[src/rtl/fab_clk_monitor.sv]
// fab_clk_monitor
// Measures FAB_CLK against the 32.768 kHz LPXIN_CLKOUT reference and raises a
// real fabric lock once LOCK_CNT consecutive reference periods fall inside
// [EXP_MIN, EXP_MAX] FAB_CLK cycles. The reference is sampled as plain data,
// so the whole block lives in the FAB_CLK domain.
//
// Ports:
//   FAB_CLK       block clock
//   M2F_RESET_N   synchronous active-low reset
//   LPXIN_CLKOUT  reference clock, asynchronous, sampled as data
//   ENABLE        measurement enable (level); low forces IDLE
//   CLR_ERR       one-cycle pulse clearing ERR_FAST/ERR_SLOW/ERR_CNT
//   FAB_LOCK      in-window for LOCK_CNT consecutive periods
//   PERIOD        last measured period in FAB_CLK cycles
//   PERIOD_VALID  one-cycle pulse when PERIOD updates
//   ERR_FAST      sticky: a period was shorter than EXP_MIN
//   ERR_SLOW      sticky: a period was longer than EXP_MAX or timed out
//   ERR_CNT       bad periods + timeouts, saturating at 255
module fab_clk_monitor #(
  parameter int CNT_W    = 16,
  parameter int EXP_MIN  = 2990,
  parameter int EXP_MAX  = 3115,
  parameter int LOCK_CNT = 4
) (
  input  logic             FAB_CLK,
  input  logic             M2F_RESET_N,
  input  logic             LPXIN_CLKOUT,
  input  logic             ENABLE,
  input  logic             CLR_ERR,
  output logic             FAB_LOCK,
  output logic [CNT_W-1:0] PERIOD,
  output logic             PERIOD_VALID,
  output logic             ERR_FAST,
  output logic             ERR_SLOW,
  output logic [7:0]       ERR_CNT
);

  localparam logic [CNT_W-1:0] MIN_C  = CNT_W'(EXP_MIN);
  localparam logic [CNT_W-1:0] MAX_C  = CNT_W'(EXP_MAX);
  localparam logic [3:0]       LOCK_C = 4'(LOCK_CNT);

  typedef enum logic [1:0] {IDLE, ARM, MEASURE, LOCKED} state_t;

  state_t           state, state_nxt;
  logic             s1, s2, h;
  logic             rise;
  logic [CNT_W-1:0] cnt;
  logic [3:0]       good, good_inc;
  logic             meas, good_hit, bad, tmo;
  logic             is_fast, is_slow;
  logic             new_fast, new_slow, new_err;

  assign rise = s2 & ~h;

  // good saturates at LOCK_CNT so LOCKED can keep counting good periods
  assign good_inc = (good >= LOCK_C) ? good : good + 4'd1;

  always_comb begin
    state_nxt = state;
    meas      = 1'b0;
    good_hit  = 1'b0;
    bad       = 1'b0;
    tmo       = 1'b0;
    is_fast   = (cnt < MIN_C);
    is_slow   = (cnt > MAX_C);
    case (state)
      IDLE: if (ENABLE) state_nxt = ARM;
      // first edge after arming only starts the counter
      ARM:  if (rise) state_nxt = MEASURE;
      MEASURE, LOCKED: begin
        if (rise) begin
          meas = 1'b1;
          if (is_fast || is_slow) begin
            bad       = 1'b1;
            state_nxt = MEASURE;
          end else begin
            good_hit = 1'b1;
            if (good_inc == LOCK_C) state_nxt = LOCKED;
          end
        end else if (cnt == MAX_C) begin
          // a period at exactly EXP_MAX closes on this cycle's rise; without
          // one the reference is already too slow, so stop waiting
          tmo       = 1'b1;
          state_nxt = ARM;
        end
      end
      default: state_nxt = IDLE;
    endcase
    // disable overrides everything, including a coincident rise
    if (!ENABLE) begin
      state_nxt = IDLE;
      meas      = 1'b0;
      good_hit  = 1'b0;
      bad       = 1'b0;
      tmo       = 1'b0;
    end
  end

  assign new_fast = bad & is_fast;
  assign new_slow = (bad & is_slow) | tmo;
  assign new_err  = bad | tmo;

  always_ff @(posedge FAB_CLK) begin
    if (!M2F_RESET_N) begin
      state        <= IDLE;
      s1           <= 1'b0;
      s2           <= 1'b0;
      h            <= 1'b0;
      cnt          <= '0;
      good         <= '0;
      FAB_LOCK     <= 1'b0;
      PERIOD       <= '0;
      PERIOD_VALID <= 1'b0;
      ERR_FAST     <= 1'b0;
      ERR_SLOW     <= 1'b0;
      ERR_CNT      <= '0;
    end else begin
      state        <= state_nxt;
      s1           <= LPXIN_CLKOUT;
      s2           <= s1;
      h            <= s2;
      FAB_LOCK     <= (state_nxt == LOCKED);
      PERIOD_VALID <= meas;
      if (meas) PERIOD <= cnt;

      if (!ENABLE || state == IDLE) cnt <= '0;
      else if (rise)                cnt <= CNT_W'(1);
      else if (cnt != '1)           cnt <= cnt + CNT_W'(1);

      if (!ENABLE || state == IDLE || bad || tmo) good <= '0;
      else if (good_hit)                          good <= good_inc;

      // a clear coinciding with a fresh error leaves just that error behind
      if (CLR_ERR) begin
        ERR_FAST <= new_fast;
        ERR_SLOW <= new_slow;
        ERR_CNT  <= new_err ? 8'd1 : 8'd0;
      end else begin
        if (new_fast) ERR_FAST <= 1'b1;
        if (new_slow) ERR_SLOW <= 1'b1;
        if (new_err && ERR_CNT != 8'hFF) ERR_CNT <= ERR_CNT + 8'd1;
      end
    end
  end

endmodule

[config.mk]
export PLATFORM = sky130hd
export DESIGN_NAME = fab_clk_monitor
export DESIGN_NICKNAME = d
export VERILOG_FILES = /design/src/rtl/fab_clk_monitor.sv
export SDC_FILE = /design/constraint.sdc
export NUM_CORES = 1
export LEC_CHECK = 0
export CAP_MARGIN = 20
export CORE_MARGIN = 2
export CORE_UTILIZATION = 45
export DETAILED_ROUTE_END_ITERATION = 6
export GPL_TIMING_DRIVEN = 0
export PLACE_DENSITY_LB_ADDON = 0.08
export SLEW_MARGIN = 15
export SYNTH_ARGS = -nofsm -noshare
export SYNTH_HDL_FRONTEND = slang
export SYNTH_SLANG_ARGS = --single-unit
[constraint.sdc]
create_clock -name FAB_CLK -period 5.3 [get_ports FAB_CLK]
set_input_delay 1.325 -clock FAB_CLK [delete_from_list [all_inputs] [get_ports FAB_CLK]]
set_output_delay 1.325 -clock FAB_CLK [all_outputs]
set_load 0.01 [all_outputs]
==> impl_metrics.csv, run 1 <==
group,metric,value,unit
power_and_ir_drop,p_int,0.5607,mW
die,fp.dieW,79.04,um
grt,antenna_found_initial,0,
setup_path,critical_path_class,"in2reg",
sta,clock_skew,9.628,ps
clock_network,clock-root-buffer,"clkbuf_8",
setup_path,cpMostUsedCell,"clkbuf_1",
layout,layout_common_cells,"62 x nand2_1, 53 x dfxtp_1, 32 x clkdlybuf4s50_1",
die,coreArea,5473,um^2
sta,period_needed,2879,ps
grt,grt_pass1_vias,2056,
layout,final_common_cell,"nand2_1",
clock_network,ctsHoldBuffers,0,
sta,finalSetupViolCount,0,
die,row_count,27,
sta,timing.hold.ws,442.7,ps
die,die_y,79.04,um
grt,grt_pass1_wl,9798,um
setup_path,max_stage_delay,550,ps
grt,grt_max_degree,16,
synth,yosys_warnings,0,
clock_network,clk_latency,310,ps
grt,grtUsageTotal,19.58,%
layout,final_cell_count_no_fill,429,
route,route.detailed.drc,0,
layout,final_core_util,55.92,%
power_and_ir_drop,p_comb_share,2.5,%
power_and_ir_drop,power_leakage,0.9480,nW
sta,drv_slew,0,
setup_path,cp-start-kind,"input pin",
placed_design,port_buffers,32,
sta,final_hold_viol_count,0,
layout,nNetsFinal,364,
layout,final_area,3060,um^2
status,status,"completed",
sta,rsz0062_at_grt,"false",
route,via_per_inst,5.436,
synth,synth_area_per_cell,7.993,um^2
setup_path,crit_path_end_kind,"flop",
setup_path,arrival,3100,ps
route,postRouteAntennaNets,0,
clock_network,cts_tree,"yes",
sta,max-slew-margin-rel,63.53,%
hold_path,hold_class,"reg2reg",
route,firstDrtPassIters,4,
placed_design,dp_hpwl,4362,um
route,routed_wl,5899,um
synth,syn_area,2534,um^2
route,drtIter0Drc,170,
sta,tightest_slew,542.6,ps
setup_path,critPathMaxFanout,10,
die,die-area,6247,um^2
placed_design,place.gp.congestion,0.8232,
layout,syn2layout_area_growth,20.79,%
synth,synth_fp_nets,325,
synth,async_flop_share,0,%
die,initial_core_util,46.30,%
synth,synth_edf_count,0,
clock_network,cts_sinks,53,
clock_network,post_cts_buffers,0,
setup_path,cp_slowest_cell,"clkdlybuf4s50_1",
synth,ys_ff_latch,53,
grt,gr-total-overflow,0,
clock_network,ctsResizeCount,0,
setup_path,crit_chain,"clkdlybuf4s50_1 > and4b_1 > clkbuf_1 > clkbuf_1 > a31oi_1 > a311oi_1",
power_and_ir_drop,seq_power_share,57.1,%
synth,synthFlopType,"dfxtp_1",
die,io_pins,33,
placed_design,place_area,2944,um^2
power_and_ir_drop,netSwitchingPower,0.1413,mW
clock_network,path_clk_slew,90,ps
sta,max_clock_freq,347.3,MHz
clock_network,htree_levels,2,
route,num_vias,2332,
power_and_ir_drop,p_per_area,229.4,nW/um^2
clock_network,numCtsBuffers,5,
synth,ys_types,46,
route,wl_per_cell,13.75,um
layout,n_antenna_cell,0,
power_and_ir_drop,p_sw_share,20.13,%
placed_design,place_inst,421,
sta,fin_tns_setup,0,ps
clock_network,cts_max_path_buffers,2,
synth,yosysSeqAreaShare,41.88,%
layout,drive_gt1_share,7.003,%
job,cap_violations,0,
power_and_ir_drop,clockPowerShare,40.4,%
setup_path,critPathRequiredTime,5520,ps
synth,synthCells,317,
sta,finalCritPeriodShare,54.32,%
power_and_ir_drop,ir_worst_vdd,118.6,uV
cell usage after synthesis (all sizes together) (2+ instances only):
cell / instances / area, um^2
a211oi: 2 / 15.01
a21boi: 2 / 15.01
a21oi: 31 / 155.2
a31oi: 6 / 37.54
and2: 5 / 31.28
and3: 7 / 48.80
buf: 5 / 36.28
clkbuf: 14 / 52.55
dfxtp: 53 / 1061
ha: 3 / 37.54
inv: 5 / 18.77
mux2i: 8 / 80.08
nand2: 62 / 232.7
nand2b: 5 / 31.28
nand3: 16 / 80.08
nand4: 9 / 56.30
nor2: 21 / 78.83
nor3: 11 / 55.05
nor4: 3 / 25.02
nor4bb: 3 / 30.03
o2111ai: 2 / 23.77
o211ai: 3 / 32.53
o21ai: 10 / 53.80
o22ai: 3 / 18.77
o31ai: 3 / 22.52
or2: 6 / 37.54
or3: 2 / 12.51
or4: 3 / 26.27
xnor2: 5 / 43.79
cell families after synthesis:
family	share of synthesized area (%)
simple gates	31.21
compound gates	16.30
flops	41.88
buf+inv	4.247
mux	3.161
xor+xnor	1.728
fa+ha+maj	1.482
worst max-delay path: cells and delay by family:
kind | cells | cell delay [ps]
AO/OA/AOI/OAI | 2 | 380
buffers and inverters | 3 | 1180
AND/OR/NAND/NOR | 1 | 200
path summary, 6_finish.rpt:
check	cells after the start	slack, ps	startpoint	endpoint
max	6	2420	ENABLE	good[0]$_SDFFE_PP0P_
min	1	440	s1$_SDFF_PN0_	s2$_SDFF_PN0_
max reg2reg	7	3160	cnt[7]$_SDFFE_PP0P_	cnt[9]$_SDFFE_PP0P_
min reg2reg	1	440	s1$_SDFF_PN0_	s2$_SDFF_PN0_
flip-flops by register name, indices dropped and copies added (netlist names):
register / count
PERIOD: 16
cnt: 16
ERR_CNT: 8
good: 4
state: 2
ERR_FAST: 1
ERR_SLOW: 1
FAB_LOCK: 1
PERIOD_VALID: 1
h: 1
s1: 1
s2: 1
final cells by class:
class | instances | area [um^2]
sequential | 53 | 1061
fill | 534 | 2412
clock buffer | 7 | 86.33
buffer | 19 | 88.84
inverter | 5 | 18.77
clock inverter | 1 | 30.03
multi-input combinational | 240 | 1365
timing repair buffer | 32 | 320.3
tap | 72 | 90.09
power groups by stage:
stage | registers (mW) | logic (mW) | clock network, mW
after CTS | 0.401 | 0.0179 | 0.289
after global placement | 0.410 | 0.0176 | 0
after global routing | 0.401 | 0.0194 | 0.303
final | 0.401 | 0.0177 | 0.284
after floorplan | 0.410 | 0.0103 | 0
after detailed placement | 0.410 | 0.0178 | 0
per-stage QoR:
| step | power [mW] | setup slack (ps) |
|---|---|---|
| after floorplan | 0.4200 | 2906 |
| after global placement | 0.4276 | 2096 |
| after detailed placement | 0.4279 | 2083 |
| after CTS | 0.7072 | 2427 |
| after global routing | 0.7239 | 2244 |
| final | 0.7020 | 2421 |
layer usage:
| layer | track usage [%] | up-vias | part of all wire (%) |
|---|---|---|---|
| met5 | 0 | - | 0 |
| met4 | 5.862 | 0 | 1.1 |
| met3 | 3.523 | 6 | 4.2 |
| met2 | 29.07 | 55 | 43 |
| met1 | 28.89 | 1070 | 52 |
| li1 | - | 1201 | - |
Note: power is estimated with default switching activity, not from simulation.
==> run 2: changes to the inputs <==
- clock period: 5.3 -> 2.75 ns (I/O delays scaled with it)
==> results of run 2 <==
Same layout as run 1 (identical final DEF). Status: completed.
Main changes from that run: setup slack after placement 2083 ps -> 170.7 ps; setup slack after layout 2421 ps -> 508.3 ps; register-to-register setup slack 3160 ps -> 610 ps; total power 0.7020 mW -> 1.353 mW; worst IR drop on VDD 118.6 uV -> 228.7 uV
==> run 3: changes to the inputs <==
- clock period: 2.75 -> 1.8 ns (I/O delays scaled with it)
==> run 3 against run 2 <==
  * The flow now finishes with violations (negative setup slack)
  * Non-clock buffer count grew 3
  * Total power is 54% higher
  * Clock skew about the same
  * Hold slack got worse by 2.9 ps
  * Register-to-register slack worse by 760 ps
  * Via count is 2.9% higher
  * Final cell count up 0.70%
  * Critical path type is now reg2reg
  * Highest routed layer unchanged
==> impl_metrics.csv, run 3 (synthesis gave the netlist of run 1 again) <==
group,metric,value,unit
setup_path,cp-start-kind,"flop",
setup_path,critPathRequiredTime,2000,ps
layout,n_antenna_cell,0,
clock_network,path_clk_slew,100,ps
power_and_ir_drop,p_per_area,630.5,nW/um^2
setup_path,arrival,2150,ps
sta,max_clock_freq,513.8,MHz
clock_network,numCtsBuffers,5,
power_and_ir_drop,netSwitchingPower,0.4300,mW
route,wl_per_cell,14.34,um
die,io_pins,33,
job,cap_violations,0,
layout,layout_common_cells,"59 x nand2_1, 41 x dfxtp_1, 31 x a21oi_1, 31 x clkdlybuf4s50_1, 20 x nor2_1",
layout,multiInputGateArea,1524,um^2
layout,nNetsFinal,367,
placed_design,dp_hpwl,4317,um
sta,max-slew-margin-rel,67.61,%
route,postRouteAntennaNets,0,
power_and_ir_drop,ir_worst_vdd,382.2,uV
layout,final_area,3294,um^2
sta,fin_tns_setup,-938.3,ps
setup_path,r2r.worst_path.cells,6,
route,route.detailed.drc,0,
route,routed_wl,6197,um
sta,finalCritPeriodShare,108.1,%
sta,clock_skew,9.944,ps
clock_network,clock-root-buffer,"clkbuf_8",
route,drtIter0Drc,117,
grt,grt_max_degree,17,
grt,grtUsageTotal,21.08,%
grt,grt_pass1_vias,2117,
placed_design,place.gp.congestion,0.7982,
sta,final_hold_viol_count,0,
clock_network,cts_tree,"yes",
sta,drv_slew,0,
clock_network,clk_latency,310,ps
sta,period_needed,1946,ps
hold_path,min_path_cells,1,
sta,timing.hold.ws,439.8,ps
clock_network,ctsHoldBuffers,0,
die,row_count,27,
layout,largest_registers,"PERIOD (16), cnt (16), ERR_CNT (8)",
power_and_ir_drop,power_leakage,1.073,nW
clock_network,cts_sinks,53,
setup_path,critPathMaxFanout,5,
power_and_ir_drop,p_int,1.647,mW
die,coreArea,5473,um^2
sta,finalSetupViolCount,10,
status,status,"complete, but fails checks",
die,die_y,79.04,um
grt,antenna_found_initial,0,
hold_path,hold_class,"reg2reg",
power_and_ir_drop,clockPowerShare,40.7,%
setup_path,crit_path_end_kind,"flop",
layout,final_common_cell,"nand2_1",
clock_network,htree_levels,2,
layout,drive_gt1_share,20.00,%
placed_design,post-place-ws,-564.2,ps
route,num_vias,2399,
grt,grt_pass1_wl,10380,um
placed_design,port_buffers,32,
setup_path,critical_path_class,"reg2reg",
route,firstDrtPassIters,4,
layout,seq_area,1081,um^2
route,via_per_inst,5.553,
power_and_ir_drop,seq_power_share,56.7,%
clock_network,cts_max_path_buffers,2,
die,initial_core_util,46.30,%
layout,fill_cells,515,
die,die-area,6247,um^2
grt,gr-total-overflow,0,
sta,setup_ws,-146.2,ps
power_and_ir_drop,p_sw_share,20.70,%
status,violations,"negative setup slack",
power_and_ir_drop,p_comb_share,2.6,%
layout,syn2layout_area_growth,30.02,%
sta,tightest_slew,485.8,ps
placed_design,place_area,2944,um^2
die,fp.dieW,79.04,um
sta,rsz0062_at_grt,"true",
[run 3: per-layer routing]
layer	part of all wire [%]	global-route usage, %	vias to the layer above
met4	0.89	5.345	0
met1	51	31.28	1129
met2	45	31.36	54
met5	0	0	-
li1	-	-	1211
met3	3.5	4.091	5
[run 3: through the flow]
| step | util [%] | total power [mW] | instances |
|---|---|---|---|
| floorplan | - | 1.237 | 317 |
| global placement | 53.80 | 1.259 | 421 |
| detailed placement | 53.80 | 1.259 | 421 |
| CTS | 57.75 | 2.095 | 428 |
| global route | 60.20 | 2.154 | 432 |
| finish | 60.20 | 2.077 | 432 |
[run 3: power groups by stage]
stage          Clock [mW]  Sequential [mW]  Combinational, mW
2_1_floorplan           0             1.21             0.0302
3_3_place_gp            0             1.21             0.0514
3_5_place_dp            0             1.21             0.0518
4_1_cts             0.865             1.18             0.0533
5_1_grt             0.915             1.18             0.0607
6_report            0.846             1.18             0.0546
[run 3: timing repair]
item / in CTS / in global routing
setup buffers: 5 / 5
pin swaps: 6 / 11
resized for setup: 27 / 32
setup endpoints to repair: 46 / 45
[run 3: area by class of cell]
cell class                      count  area share, %
Tap cell                           72          2.735
Clock inverter                      2          1.139
Inverter                            5         0.5697
Sequential cell                    53          32.81
Multi-Input combinational cell    240          46.26
Timing Repair Buffer               42          12.19
Clock buffer                        6          2.507
Buffer                             12          1.785
[run 3: worst paths after layout]
check | start | to | slack, ps
setup / recovery | cnt[13]$_SDFFE_PP0P_ | ERR_CNT[0]$_SDFFE_PN0P_ | -150
setup reg to reg | cnt[13]$_SDFFE_PP0P_ | ERR_CNT[0]$_SDFFE_PN0P_ | -150
hold / removal | s1$_SDFF_PN0_ | s2$_SDFF_PN0_ | 440
hold reg to reg | s1$_SDFF_PN0_ | s2$_SDFF_PN0_ | 440
[run 3: critical path, cell delays in order, from the launching register on]
cell and delay [ps]:
dfxtp_4 360, or4_4 540, buf_6 140, nor3_4 180
and3_4 280, o21ai_4 70, a32o_1 270
